**src/rtl/mem_arb_pkg.sv**
```systemverilog
// Shared encodings for the I/D memory arbiter: FSM states, port IDs and op codes.
package mem_arb_pkg;
   typedef enum logic [1:0] {
      IDLE  = 2'd0,
      ISSUE = 2'd1,
      WAIT  = 2'd2
   } arb_state_t;

   localparam logic PORT_I = 1'b0;
   localparam logic PORT_D = 1'b1;

   localparam logic OP_RD = 1'b0;
   localparam logic OP_WR = 1'b1;
endpackage

```
**src/rtl/mem_req_slot.sv**
```systemverilog
// One-deep request capture slot with pending flag and a read-data holding register.
module mem_req_slot
   import mem_arb_pkg::*;
#(
   parameter int AW = 32,
   parameter int DW = 32
) (
   input  logic            clk,
   input  logic            rst,
   input  logic            strb,
   input  logic [AW-1:0]   addr,
   input  logic [DW-1:0]   wdata,
   input  logic [DW/8-1:0] wmask,
   input  logic            op,
   input  logic            done,
   input  logic [DW-1:0]   mem_rdata,
   output logic            pending,
   output logic            op_cur,
   output logic            req_now,
   output logic [AW-1:0]   addr_next,
   output logic [DW-1:0]   wdata_next,
   output logic [DW/8-1:0] wmask_next,
   output logic            op_next,
   output logic [DW-1:0]   rdata
);
   logic            capture;
   logic            pending_reg;
   logic            op_reg;
   logic [AW-1:0]   addr_reg;
   logic [DW-1:0]   wdata_reg;
   logic [DW/8-1:0] wmask_reg;
   logic [DW-1:0]   rdata_reg;

   // A strobe landing on the completion edge refills the slot immediately.
   assign capture    = strb && (!pending_reg || done);
   assign req_now    = pending_reg || capture;
   assign addr_next  = capture ? addr  : addr_reg;
   assign wdata_next = capture ? wdata : wdata_reg;
   assign wmask_next = capture ? wmask : wmask_reg;
   assign op_next    = capture ? op    : op_reg;

   assign pending = pending_reg;
   assign op_cur  = op_reg;
   assign rdata   = rdata_reg;

   always_ff @(posedge clk or negedge rst) begin
      if (!rst) begin
         pending_reg <= 1'b0;
         op_reg      <= OP_RD;
         addr_reg    <= '0;
         wdata_reg   <= '0;
         wmask_reg   <= '0;
         rdata_reg   <= '0;
      end else begin
         if (capture) begin
            pending_reg <= 1'b1;
            op_reg      <= op;
            addr_reg    <= addr;
            wdata_reg   <= wdata;
            wmask_reg   <= wmask;
         end else if (done) begin
            pending_reg <= 1'b0;
         end
         if (done && op_reg == OP_RD) begin
            rdata_reg <= mem_rdata;
         end
      end
   end
endmodule

```
**src/rtl/mem_arbiter.sv**
```systemverilog
// Shares one single-ported RAM between the rv32i fetch and data ports.
// MEM_ARB_D_PRIORITY_EN: D port wins ties (fixed priority) instead of round-robin.
module mem_arbiter
   import mem_arb_pkg::*;
#(
   parameter int AW = 32,
   parameter int DW = 32
) (
   input  logic            clk,
   input  logic            rst,
   input  logic [AW-1:0]   i_addr,
   input  logic            i_rstrb,
   output logic [DW-1:0]   i_rdata,
   output logic            i_rbusy,
   input  logic [AW-1:0]   d_addr,
   input  logic [DW-1:0]   d_wdata,
   input  logic [DW/8-1:0] d_wmask,
   input  logic            d_wstrb,
   input  logic            d_rstrb,
   output logic [DW-1:0]   d_rdata,
   output logic            d_rbusy,
   output logic            d_wbusy,
   output logic [AW-1:0]   mem_addr,
   output logic [DW-1:0]   mem_wdata,
   output logic [DW/8-1:0] mem_wmask,
   output logic            mem_rstrb,
   output logic            mem_wstrb,
   input  logic [DW-1:0]   mem_rdata,
   input  logic            mem_rbusy,
   input  logic            mem_wbusy
);
   logic [1:0]      port_strb, port_op;
   logic [AW-1:0]   port_addr [2];
   logic [DW-1:0]   port_wdata [2];
   logic [DW/8-1:0] port_wmask [2];

   logic [1:0]      slot_pending, slot_op, slot_req, slot_op_next, slot_done;
   logic [AW-1:0]   slot_addr_next [2];
   logic [DW-1:0]   slot_wdata_next [2];
   logic [DW/8-1:0] slot_wmask_next [2];
   logic [DW-1:0]   slot_rdata [2];

   arb_state_t      state_reg, state_next;
   logic            grant_reg, grant_next;
   logic            load_issue, sel_busy, done;
   logic [AW-1:0]   mem_addr_reg;
   logic [DW-1:0]   mem_wdata_reg;
   logic [DW/8-1:0] mem_wmask_reg;
   logic            mem_rstrb_reg, mem_wstrb_reg;

   assign port_strb[PORT_I]  = i_rstrb;
   assign port_op[PORT_I]    = OP_RD;
   assign port_addr[PORT_I]  = i_addr;
   assign port_wdata[PORT_I] = '0;
   assign port_wmask[PORT_I] = '0;

   // Simultaneous write and read strobes resolve to a write.
   assign port_strb[PORT_D]  = d_wstrb || d_rstrb;
   assign port_op[PORT_D]    = d_wstrb ? OP_WR : OP_RD;
   assign port_addr[PORT_D]  = d_addr;
   assign port_wdata[PORT_D] = d_wdata;
   assign port_wmask[PORT_D] = d_wmask;

   generate
      for (genvar gi = 0; gi < 2; gi++) begin : g_slot
         assign slot_done[gi] = done && (grant_reg == 1'(gi));

         mem_req_slot #(.AW(AW), .DW(DW)) u_slot (
            .clk        (clk),
            .rst        (rst),
            .strb       (port_strb[gi]),
            .addr       (port_addr[gi]),
            .wdata      (port_wdata[gi]),
            .wmask      (port_wmask[gi]),
            .op         (port_op[gi]),
            .done       (slot_done[gi]),
            .mem_rdata  (mem_rdata),
            .pending    (slot_pending[gi]),
            .op_cur     (slot_op[gi]),
            .req_now    (slot_req[gi]),
            .addr_next  (slot_addr_next[gi]),
            .wdata_next (slot_wdata_next[gi]),
            .wmask_next (slot_wmask_next[gi]),
            .op_next    (slot_op_next[gi]),
            .rdata      (slot_rdata[gi])
         );
      end
   endgenerate

   assign sel_busy = (slot_op[grant_reg] == OP_WR) ? mem_wbusy : mem_rbusy;
   assign done     = (state_reg == WAIT) && !sel_busy;

`ifndef MEM_ARB_D_PRIORITY_EN
   logic rr_ptr_reg, rr_ptr_next;

   always_ff @(posedge clk or negedge rst) begin
      if (!rst) rr_ptr_reg <= PORT_I;
      else      rr_ptr_reg <= rr_ptr_next;
   end
`endif

   always_comb begin
      state_next = state_reg;
      grant_next = grant_reg;
      load_issue = 1'b0;
`ifndef MEM_ARB_D_PRIORITY_EN
      rr_ptr_next = rr_ptr_reg;
`endif
      case (state_reg)
         IDLE: begin
            if (|slot_req) begin
               load_issue = 1'b1;
               state_next = ISSUE;
               if (&slot_req) begin
`ifdef MEM_ARB_D_PRIORITY_EN
                  grant_next = PORT_D;
`else
                  grant_next  = rr_ptr_reg;
                  rr_ptr_next = ~rr_ptr_reg;
`endif
               end else begin
                  grant_next = slot_req[PORT_D] ? PORT_D : PORT_I;
               end
            end
         end
         ISSUE: state_next = WAIT;
         WAIT: begin
            if (done) begin
               // Chain straight into the other port's request, no idle bubble.
               if (slot_pending[~grant_reg]) begin
                  grant_next = ~grant_reg;
                  load_issue = 1'b1;
                  state_next = ISSUE;
               end else begin
                  state_next = IDLE;
               end
            end
         end
         default: state_next = IDLE;
      endcase
   end

   always_ff @(posedge clk or negedge rst) begin
      if (!rst) begin
         state_reg     <= IDLE;
         grant_reg     <= PORT_I;
         mem_addr_reg  <= '0;
         mem_wdata_reg <= '0;
         mem_wmask_reg <= '0;
         mem_rstrb_reg <= 1'b0;
         mem_wstrb_reg <= 1'b0;
      end else begin
         state_reg     <= state_next;
         grant_reg     <= grant_next;
         mem_rstrb_reg <= load_issue && (slot_op_next[grant_next] == OP_RD);
         mem_wstrb_reg <= load_issue && (slot_op_next[grant_next] == OP_WR);
         if (load_issue) begin
            mem_addr_reg  <= slot_addr_next[grant_next];
            mem_wdata_reg <= slot_wdata_next[grant_next];
            mem_wmask_reg <= slot_wmask_next[grant_next];
         end
      end
   end

   assign mem_addr  = mem_addr_reg;
   assign mem_wdata = mem_wdata_reg;
   assign mem_wmask = mem_wmask_reg;
   assign mem_rstrb = mem_rstrb_reg;
   assign mem_wstrb = mem_wstrb_reg;

   assign i_rdata = slot_rdata[PORT_I];
   assign d_rdata = slot_rdata[PORT_D];
   assign i_rbusy = slot_pending[PORT_I];
   assign d_rbusy = slot_pending[PORT_D] && (slot_op[PORT_D] == OP_RD);
   assign d_wbusy = slot_pending[PORT_D] && (slot_op[PORT_D] == OP_WR);
endmodule

```
**config.mk**
```make
export PLATFORM = sky130hd
export DESIGN_NAME = mem_arbiter
export DESIGN_NICKNAME = d
export VERILOG_FILES = /design/src/rtl/mem_arb_pkg.sv /design/src/rtl/mem_req_slot.sv /design/src/rtl/mem_arbiter.sv
export SDC_FILE = /design/constraint.sdc
export NUM_CORES = 1
export LEC_CHECK = 0
export BUFFER_PORTS_ARGS = -buffer_cell sky130_fd_sc_hd__buf_4
export CORE_MARGIN = 2
export CORE_UTILIZATION = 50
export CTS_BUF_LIST = sky130_fd_sc_hd__clkbuf_8
export CTS_CLUSTER_DIAMETER = 200
export DETAILED_ROUTE_END_ITERATION = 12
export PLACE_DENSITY = 0.78
export SLEW_MARGIN = 20
export SYNTH_ARGS = -nofsm -noshare
export SYNTH_HDL_FRONTEND = slang
export SYNTH_HIERARCHICAL = 1
export SYNTH_SLANG_ARGS = --single-unit
```
**constraint.sdc**
```tcl
create_clock -name clk -period 2.2 [get_ports clk]
set_input_delay 0.44 -clock clk [delete_from_list [all_inputs] [get_ports clk]]
set_output_delay 0.44 -clock clk [all_outputs]
set_load 0.01 [all_outputs]
```
== Yosys cells after proc, flatten, opt, wreduce, memory -nomap -nowiden ==
Cells that the tools add are included.

* $lt $le $gt $ge: 4
* Equal/unequal tests: 4
* Multiplexer cells: 43
* Bitwise operators: 6
* Reduce and logical (&&, ||, !) cells: 26

{| class="wikitable"
|+ Operators by type and width
! cell !! count
|-
| $mux W32 || 10
|-
| $mux W1 || 23
|-
| $mux W4 || 5
|-
| $logic_and A1 B1 Y1 || 11
|-
| $lt A1 B2 Y1 const B || 3
|-
| $pmux W2 S3 || 1
|-
| $logic_or A1 B1 Y1 || 5
|-
| $not A1 Y1 || 5
|-
| $mux W2 || 2
|-
| $ne A2 B2 Y1 const B || 2
|-
| $pmux W1 S2 || 2
|-
| $reduce_and A2 Y1 || 2
|-
| $reduce_and A4 Y1 || 1
|-
| $reduce_bool A2 Y1 || 2
|-
| $logic_not A1 Y1 || 3
|-
| $eq A2 B1 Y1 const B || 1
|-
| $eq A2 B2 Y1 const B || 1
|-
| $ge A2 B2 Y1 const B || 1
|-
| $logic_not A2 Y1 || 1
|-
| $not A1 Y2 || 1
|-
| $reduce_or A2 Y1 || 1
|}

* Register bits after elaboration: 278
* Logic and storage cells: 103

== Depth between registers and ports, before layout ==
Gate-level depths: netlist (run 1).

* Depth after elaboration: 17
* Gate-level depth with buffers: 10
* Mapped depth without buffers: 8

== By module ==
The synthesis (run 1) kept the hierarchy.

{| class="wikitable"
|+ Modules (own cells, without submodules)
! module !! times used !! cells an instance !! area each (µm²)
|-
| mem_req_slot || 2 || 219 || 3846.2
|-
| mem_arbiter || 1 || 342 || 3597.2
|}

== Least setup slack after synthesis (run 1) ==
OpenSTA, ideal clock, no wires.

* Path type: in2reg
* Start: in d_rstrb
* End: reg mem_wdata_reg[25] (netlist: mem_wdata[25])
* Library setup time: 124 ps
* Arrival: 2038 ps
* Data required time: 2076 ps
* Setup slack: 38 ps
* Stages: 9
* Cells stage by stage: or2_2 or2_2 nor3b_1 o2bb2ai_1 a221oi_2 buf_4 buf_4 nand2b_1 a2bb2oi_1

* Cells in the longest elaborated chain, start to end: 11

{| class="wikitable"
|+ RTL lines
! item !! line !! RTL
|-
| start, declared || mem_arbiter.sv:19 || <nowiki>input logic d_rstrb,</nowiki>
|-
| $logic_or A1 B1 Y1 * || mem_arbiter.sv:58 || <nowiki>assign port_strb[PORT_D] = d_wstrb || d_rstrb;</nowiki>
|-
| $logic_and A1 B1 Y1 * || mem_req_slot.sv:35 || <nowiki>assign capture = strb && (!pending_reg || done);</nowiki>
|-
| $logic_or A1 B1 Y1 * || mem_req_slot.sv:36 || <nowiki>assign req_now = pending_reg || capture;</nowiki>
|-
| named net slot_req[1] || mem_arbiter.sv:37 || <nowiki>logic [1:0] slot_pending, slot_op, slot_req, slot_op_next, slot_done;</nowiki>
|-
| $mux W1 / $reduce_and A2 Y1 (equally long branches) || mem_arbiter.sv:122, mem_arbiter.sv:114 ||
|-
| $mux W1 || mem_arbiter.sv:114 || <nowiki>if (&slot_req) begin</nowiki>
|-
| $mux W1 || mem_arbiter.sv:111 || <nowiki>if (|slot_req) begin</nowiki>
|-
| $pmux W1 S2 || mem_arbiter.sv:109 || <nowiki>case (state_reg)</nowiki>
|-
| $not A1 Y2 (not written as such) || mem_arbiter.sv:159 || <nowiki>mem_wdata_reg <= slot_wdata_next[grant_next];</nowiki>
|-
| $mux W32 (not written as such) (3 in series) || mem_arbiter.sv:159 ||
|-
| end signal, assigned || mem_arbiter.sv:159 ||
|-
| end, declared || mem_arbiter.sv:47 || <nowiki>logic [DW-1:0] mem_wdata_reg;</nowiki>
|}

The timed path passes the listed nets; every way through them passes the cells marked *. The select of a mux whose other input is x is not followed.
A chain may end at the register's enable or synchronous reset.

==> key figures, run 1 <==
Outcome
  – Status: finished clean

Cells and area
  – Fin nets: ~1,300
  – Total area of sequential cells: between 0.006 and 0.007 mm^2
  – Most frequent cells in the layout: buf_4, dfrtp_1, mux2_2
  – Share of cells above drive strength 1: 52.7%
  – # fillers: between 1,500 and 2,000
  – Multi-input logic area: between 0.004 and 0.005 mm^2
  – Synth-to-Final Area Change: 34.5%
  – Final Instance Area: 0.0152 mm^2
  – Commonest non-fill, non-tap cell in the layout: buf_4
  – Ant diodes: 0
  – Final design utilization: 68.9%

Floorplanning
  – Die Span Y: between 150 and 200 um
  – Site Rows: 54
  – DIE AREA: around 0.024 mm^2
  – Initial Util: between 50% and 60%
  – CORE AREA: approximately 0.022 mm^2
  – DIE WIDTH: between 150 and 200 um
  – IO Pins: about 280

Clock network
  – TritonCTS clock tree: done
  – H-tree depth: 2
  – Clock sink count: 278
  – Worst-path clk slew: 0.06 ns
  – Clock root buffer: clkbuf_8
  – Clock Tree Buf Depth: 3
  – Worst skew pair latency: 0.53 ns
  – Cts bufs inserted: 44

STA
  – Fmax achieved: just under 500 MHz
  – Final min period: 2.05 ns
  – Final setup fails: 0
  – Final Skew: a little under 0.02 ns
  – Slew Viols, Final: 0
  – Hold Violations, Final: 0
  – Tcrit/Tclk final: 93.0%
  – RSZ-0062 raised after global routing: no

Synthesis
  – Post-synthesis cell count: 780
  – Post-synthesis area per instance: 14.5 um^2
  – Post-synth cell types: 34
  – Yosys reg bits: 278
  – Area of the mapped netlist: 0.0113 mm^2
  – Sequential element share of the synthesized area: 61.6%
  – Yosys warning total: 6

Hold path
  – Class of the worst hold path: input port to register

Drt
  – WL/cell: around 19 um
  – DRC Markers: 0
  – Initial drt markers: 328
  – WL final: between 20 and 30 mm
  – Routed via count: approximately 7,500
  – Post-DRT Antenna Nets: 0
  – Vias per inst: 5.22
  – Initial DRT Pass Iterations: 4

Critical path
  – Slowest stage delay, CP: between 0.4 and 0.5 ns
  – Buf/Inv on CP: 1
  – WP data arrival: 2.45 ns
  – Crit path launch type: register
  – Critical-path cell with the highest stage delay: dfrtp_1
  – Largest delay share family, worst path: simple AND/OR/NAND/NOR gates
  – Critical path peak fanout: 12
  – CP Capture Type: register
  – Req. time, crit path: 2.61 ns
  – Critical path class: register to register
  – Cell chain of the critical path: mux2i_1, and3_1, nand2b_4, nand2_8, clkbuf_16, mux2_4, nand2b_1, a2bb2oi_1

Place
  – Number of I/O port buffers: between 200 and 300
  – GP Congestion: 0.793
  – Detailed-placement wirelength estimate: 17.6 mm
  – Post-DP Area: about 0.014 mm^2

Power
  – Pleak: roughly 0.007 uW
  – Power per cell area: 1620 mW/mm^2
  – Peak VDD IR: around 0.87 mV
  – Pwr Total: 24,500 uW

Global route
  – Tot GR Track Use: between 20% and 30%
  – First-pass GRT wire length: approximately 42 mm
  – Vias in the first global route: ~8,000
  – Overflow after GRT: 0
  – Largest net degree at the start of global routing: 85
  – Initial antenna violation count: 0

Job
  – Max-cap violations: 0
==> synthesized netlist by cell type, drive strengths merged <==
| master | number | area (um^2) |
|---|---|---|
| dfrtp | 278 | 6960 |
| mux2 | 202 | 2350 |
| nand2b | 74 | 478 |
| a21oi | 68 | 340 |
| a2bb2oi | 68 | 596 |
| buf | 37 | 248 |
| clkbuf | 15 | 58.8 |
| mux2i | 5 | 50.1 |
| nand2 | 5 | 33.8 |
| nor2b | 4 | 25.0 |
| inv | 3 | 11.3 |
| nor2 | 3 | 11.3 |
| or2 | 3 | 18.8 |
| a211oi | 2 | 15.0 |
| and2 | 2 | 12.5 |
| o21ai | 2 | 13.8 |
| a2111oi | 1 | 8.76 |
| a221oi | 1 | 15.0 |
| and3 | 1 | 6.26 |
| conb | 1 | 3.75 |
| nor3 | 1 | 5.00 |
| nor3b | 1 | 7.51 |
| o21bai | 1 | 7.51 |
| o2bb2ai | 1 | 8.76 |
| xnor2 | 1 | 8.76 |
==> layout make-up <==
| cell class | count | area share, % |
|---|---|---|
| sequential | 278 | 45.8 |
| multi-input combinational | 484 | 28.3 |
| timing repair buffer | 323 | 18.1 |
| clock buffer | 55 | 4.99 |
| tap | 280 | 2.31 |
| clock inverter | 16 | 0.429 |
| inverter | 3 | 0.0742 |
==> metal layers <==
metal  global-route usage (%)  part of all wire (%)
met2                     35.6                    48
met1                     28.2                    42
met3                     7.65                   8.4
met4                     5.60                   1.8
met5                        0                     0
==> path summary, 6_finish.rpt <==
| kind | start | end | slack, ns | cells past startpoint |
|---|---|---|---|---|
| max in group asynchronous | rst | g_slot[1].u_slot/addr_reg[17] | 1.14 | 3 |
| hold / removal | d_wdata[30] | g_slot[1].u_slot/wdata_reg[30] | 0.15 | 2 |
| setup / recovery | g_slot[1].u_slot/op_cur | mem_wdata[21] | 0.15 | 8 |
| setup reg to reg | g_slot[1].u_slot/op_cur | mem_wdata[21] | 0.15 | 8 |
| hold reg to reg | rr_ptr_reg | rr_ptr_reg | 0.46 | 1 |
| min in group asynchronous | rst | g_slot[1].u_slot/rdata[25] | 0.35 | 2 |
==> power by group <==
| group | internal, uW | total (uW) | leakage, uW | switching [uW] |
|---|---|---|---|---|
| clock network | 2220 | 4110 | 0.000475 | 1880 |
| logic | 6330 | 11600 | 0.00342 | 5230 |
| registers | 7750 | 8870 | 0.00331 | 1120 |
==> through the flow <==
stage / instances / hold WS (ns) / setup WS, ns / setup TNS [ns]
after floorplan: 816 / 0.144 / 0.0380 / 0
after global placement: 1358 / 0.290 / -0.183 / -10.77
after detailed placement: 1358 / 0.291 / -0.296 / -14.87
after CTS: 1430 / 0.117 / 0.0257 / 0
after global routing: 1439 / 0.127 / 0.00260 / 0
final: 1439 / 0.155 / 0.153 / 0
==> cell families (layout without fill, tap and decap cells) <==
kind of cell           Yosys count  in the layout  synth area share [%]
buffers and inverters           55            397                  2.82
other                            1             37                0.0332
AND/OR/NAND/NOR                 94             95                  5.30
AO/OA/AOI/OAI                  144            144                  8.90
XOR/XNOR                         1              1                0.0776
flip-flops                     278            278                  61.6
multiplexers                   207            207                  21.3
==> repair_timing <==
item,4_1_cts,5_1_grt
hold buffers,1,0
setup buffers,0,1
pin swaps,0,3
resized for setup,5,20
gates cloned,0,8
endpoints found under the hold margin,19,0
setup endpoints to repair,45,60
Power figures use the tool's default switching activity.
==> inputs of run 2 (changes only) <==
CORE_ASPECT_RATIO = 0.6   (was default)
==> run 2 against run 1 <==
  * Total power is 2.7% higher
  * Combinational power hardly changed
  * Setup slack worse by 0.056 ns
  * Routed wire length is 0.49% higher
  * Largest cell class unchanged
  * First-iteration DRC count is 20% lower
  * Cell area is 0.51% higher
  * Via count hardly changed
==> key figures, run 2 (synthesis gave the netlist of run 1 again) <==
Place
  – GP Congestion: 0.799 (+0.73%)
  – Detailed-placement wirelength estimate: 18.5 mm (+5.2%)
  – Number of I/O port buffers: 275 (unchanged)

Power
  – Pleak: 0.00724 uW (+0.39%)
  – Power per cell area: 1650 mW/mm^2 (+2.2%)
  – Peak VDD IR: 0.901 mV (+3.8%)

Critical path
  – Critical path peak fanout: 16 (+4)
  – Req. time, crit path: 2.62 ns (about the same)
  – WP data arrival: 2.52 ns (+0.07 ns)
  – Reg2reg start: state_reg[0]
  – Cell chain of the critical path: nand2b_1, a2111oi_2, buf_4, nand2b_4, nand2_4, buf_12, mux2_4, a21oi_1, a2bb2oi_1
  – CP Capture Type: register
  – Slowest stage delay, CP: 0.37 ns (-0.12 ns)
  – Critical-path cell with the highest stage delay: dfrtp_1
  – Largest delay share family, worst path: compound AO/OA/AOI/OAI gates
  – Critical path class: register to register
  – Launch point of the worst path: state_reg[0]
  – Crit path launch type: register
  – Buf/Inv on CP: 2 (+1)

Hold path
  – Hold Startpoint: i_rstrb
  – Class of the worst hold path: input port to register

Drt
  – Post-DRT Antenna Nets: 0 (unchanged)
  – WL/cell: 18.2 um (-1.8%)
  – WL final: 26.8 mm (+0.49%)
  – Met1 Wirelength: 12.0 mm (+6.5%)
  – Top sig layer: met4
  – DRC Markers: 0 (unchanged)
  – Met2 wire length: 12.3 mm (-3.2%)
  – Initial drt markers: 263 (-20%)
  – Vias per inst: 5.09 (-2.4%)
  – Routed via count: 7,501 (-0.080%)
  – Initial DRT Pass Iterations: 6 (+2)
  – WL met3: 2.13 mm (-5.2%)

Global route
  – Overflow after GRT: 0 (unchanged)
  – First-pass GRT wire length: 42.6 mm (+1.6%)
  – Vias in the first global route: 7,995 (-0.45%)
  – Tot GR Track Use: 22.9% (+1.1 points)
  – Largest net degree at the start of global routing: 62 (-27%)
  – Initial antenna violation count: 0 (unchanged)

STA
  – Fmax achieved: 475 MHz (-2.7%)
  – Final setup fails: 0 (unchanged)
  – RSZ-0062 raised after global routing: yes
  – Setup TNS: 0 ns (unchanged)
  – Final Skew: 0.0221 ns (+0.00237 ns)
  – Final min period: 2.10 ns (+0.0565 ns)
  – Tcrit/Tclk final: 95.6% (+2.6 points)
  – Hold Violations, Final: 0 (unchanged)
  – Slew Viols, Final: 0 (unchanged)

Cells and area
  – # fillers: 1,609 (+0.31%)
  – Share of cells above drive strength 1: 52.3% (-0.44 points)
  – Total area of sequential cells: 0.00696 mm^2 (unchanged)
  – Multi-input logic area: 0.00422 mm^2 (-1.9%)
  – Commonest non-fill, non-tap cell in the layout: buf_4
  – Fin nets: 1,273 (unchanged)
  – Ant diodes: 0 (unchanged)
  – Synth-to-Final Area Change: 35.2%
  – Most frequent cells in the layout: buf_4, dfrtp_1, mux2_2
  – Final design utilization: 69.0% (about the same)

Floorplanning
  – Site Rows: 42 (-22%)
  – Die Span Y: 120 um (-22%)
  – CORE AREA: 0.0221 mm^2 (+0.44%)
  – Initial Util: 51.0% (-0.23 points)
  – DIE AREA: 0.0238 mm^2 (+0.17%)
  – DIE WIDTH: 198 um (+28%)
  – IO Pins: 276 (unchanged)

Clock network
  – Worst skew pair latency: 0.55 ns (+0.02 ns)
  – TritonCTS clock tree: done
  – Clock Tree Buf Depth: 3 (unchanged)
  – Cts bufs inserted: 42 (-4.5%)
  – Clock sink count: 278 (unchanged)
  – Clock root buffer: clkbuf_8
  – H-tree depth: 2 (unchanged)
  – Worst-path clk slew: 0.07 ns (about the same)

Outcome
  – Status: finished clean

Job
  – Max-cap violations: 0 (unchanged)
run 2: where the power goes:
| part | total [uW] | switching [uW] | internal (uW) |
|---|---|---|---|
| clock | 4680 | 1990 | 2700 |
| combinational | 11600 | 5180 | 6440 |
| sequential | 8890 | 1150 | 7740 |
run 2: final timing paths:
| path | slack, ns | to | cells past startpoint |
|---|---|---|---|
| worst max-delay path | 0.1 | mem_wdata[25] | 9 |
| worst min-delay path | 0.11 | g_slot[0].u_slot/pending | 2 |
| worst max register to register | 0.1 | mem_wdata[25] | 9 |
| worst min register to register | 0.47 | rr_ptr_reg | 1 |
| max in group asynchronous | 1.16 | g_slot[0].u_slot/rdata[27] | 3 |
| min in group asynchronous | 0.39 | g_slot[1].u_slot/wdata_reg[18] | 2 |
run 2: final cells by class:
| type | instances | share of cell area, % |
|---|---|---|
| sequential | 278 | 45.6 |
| multi-input combinational | 483 | 27.6 |
| timing repair buffer | 326 | 18.0 |
| clock buffer | 58 | 5.23 |
| tap | 308 | 2.53 |
| clock inverter | 17 | 0.992 |
| inverter | 3 | 0.0738 |
run 2: through the flow:
step | power [uW] | cells | cell area, um^2 | hold WS (ns) | worst slack [ns]
after floorplan | 15700 | 816 | 11400 | 0.144 | 0.0380
after global placement | 20100 | 1397 | 14300 | 0.364 | -0.198
after detailed placement | 20500 | 1397 | 14300 | 0.369 | -0.222
after CTS | 25400 | 1473 | 15200 | 0.0699 | 0.00786
after global routing | 26800 | 1473 | 15300 | 0.0804 | -0.0142
final | 25200 | 1473 | 15300 | 0.111 | 0.0967
run 2: timing repair:
action | 4_1_cts | 5_1_grt
setup buffers | 0 | 0
setup endpoints to repair | 0 | 63
gates resized for setup | 0 | 11
hold endpoints to repair | 35 | 0
hold buffers | 1 | 0
run 2: metal layers:
metal / global-route usage [%] / up-vias
met2: 35.4 / 219
li1: - / 3446
met3: 7.75 / 37
met1: 31.4 / 3799
met5: 0 / -
met4: 5.92 / 0
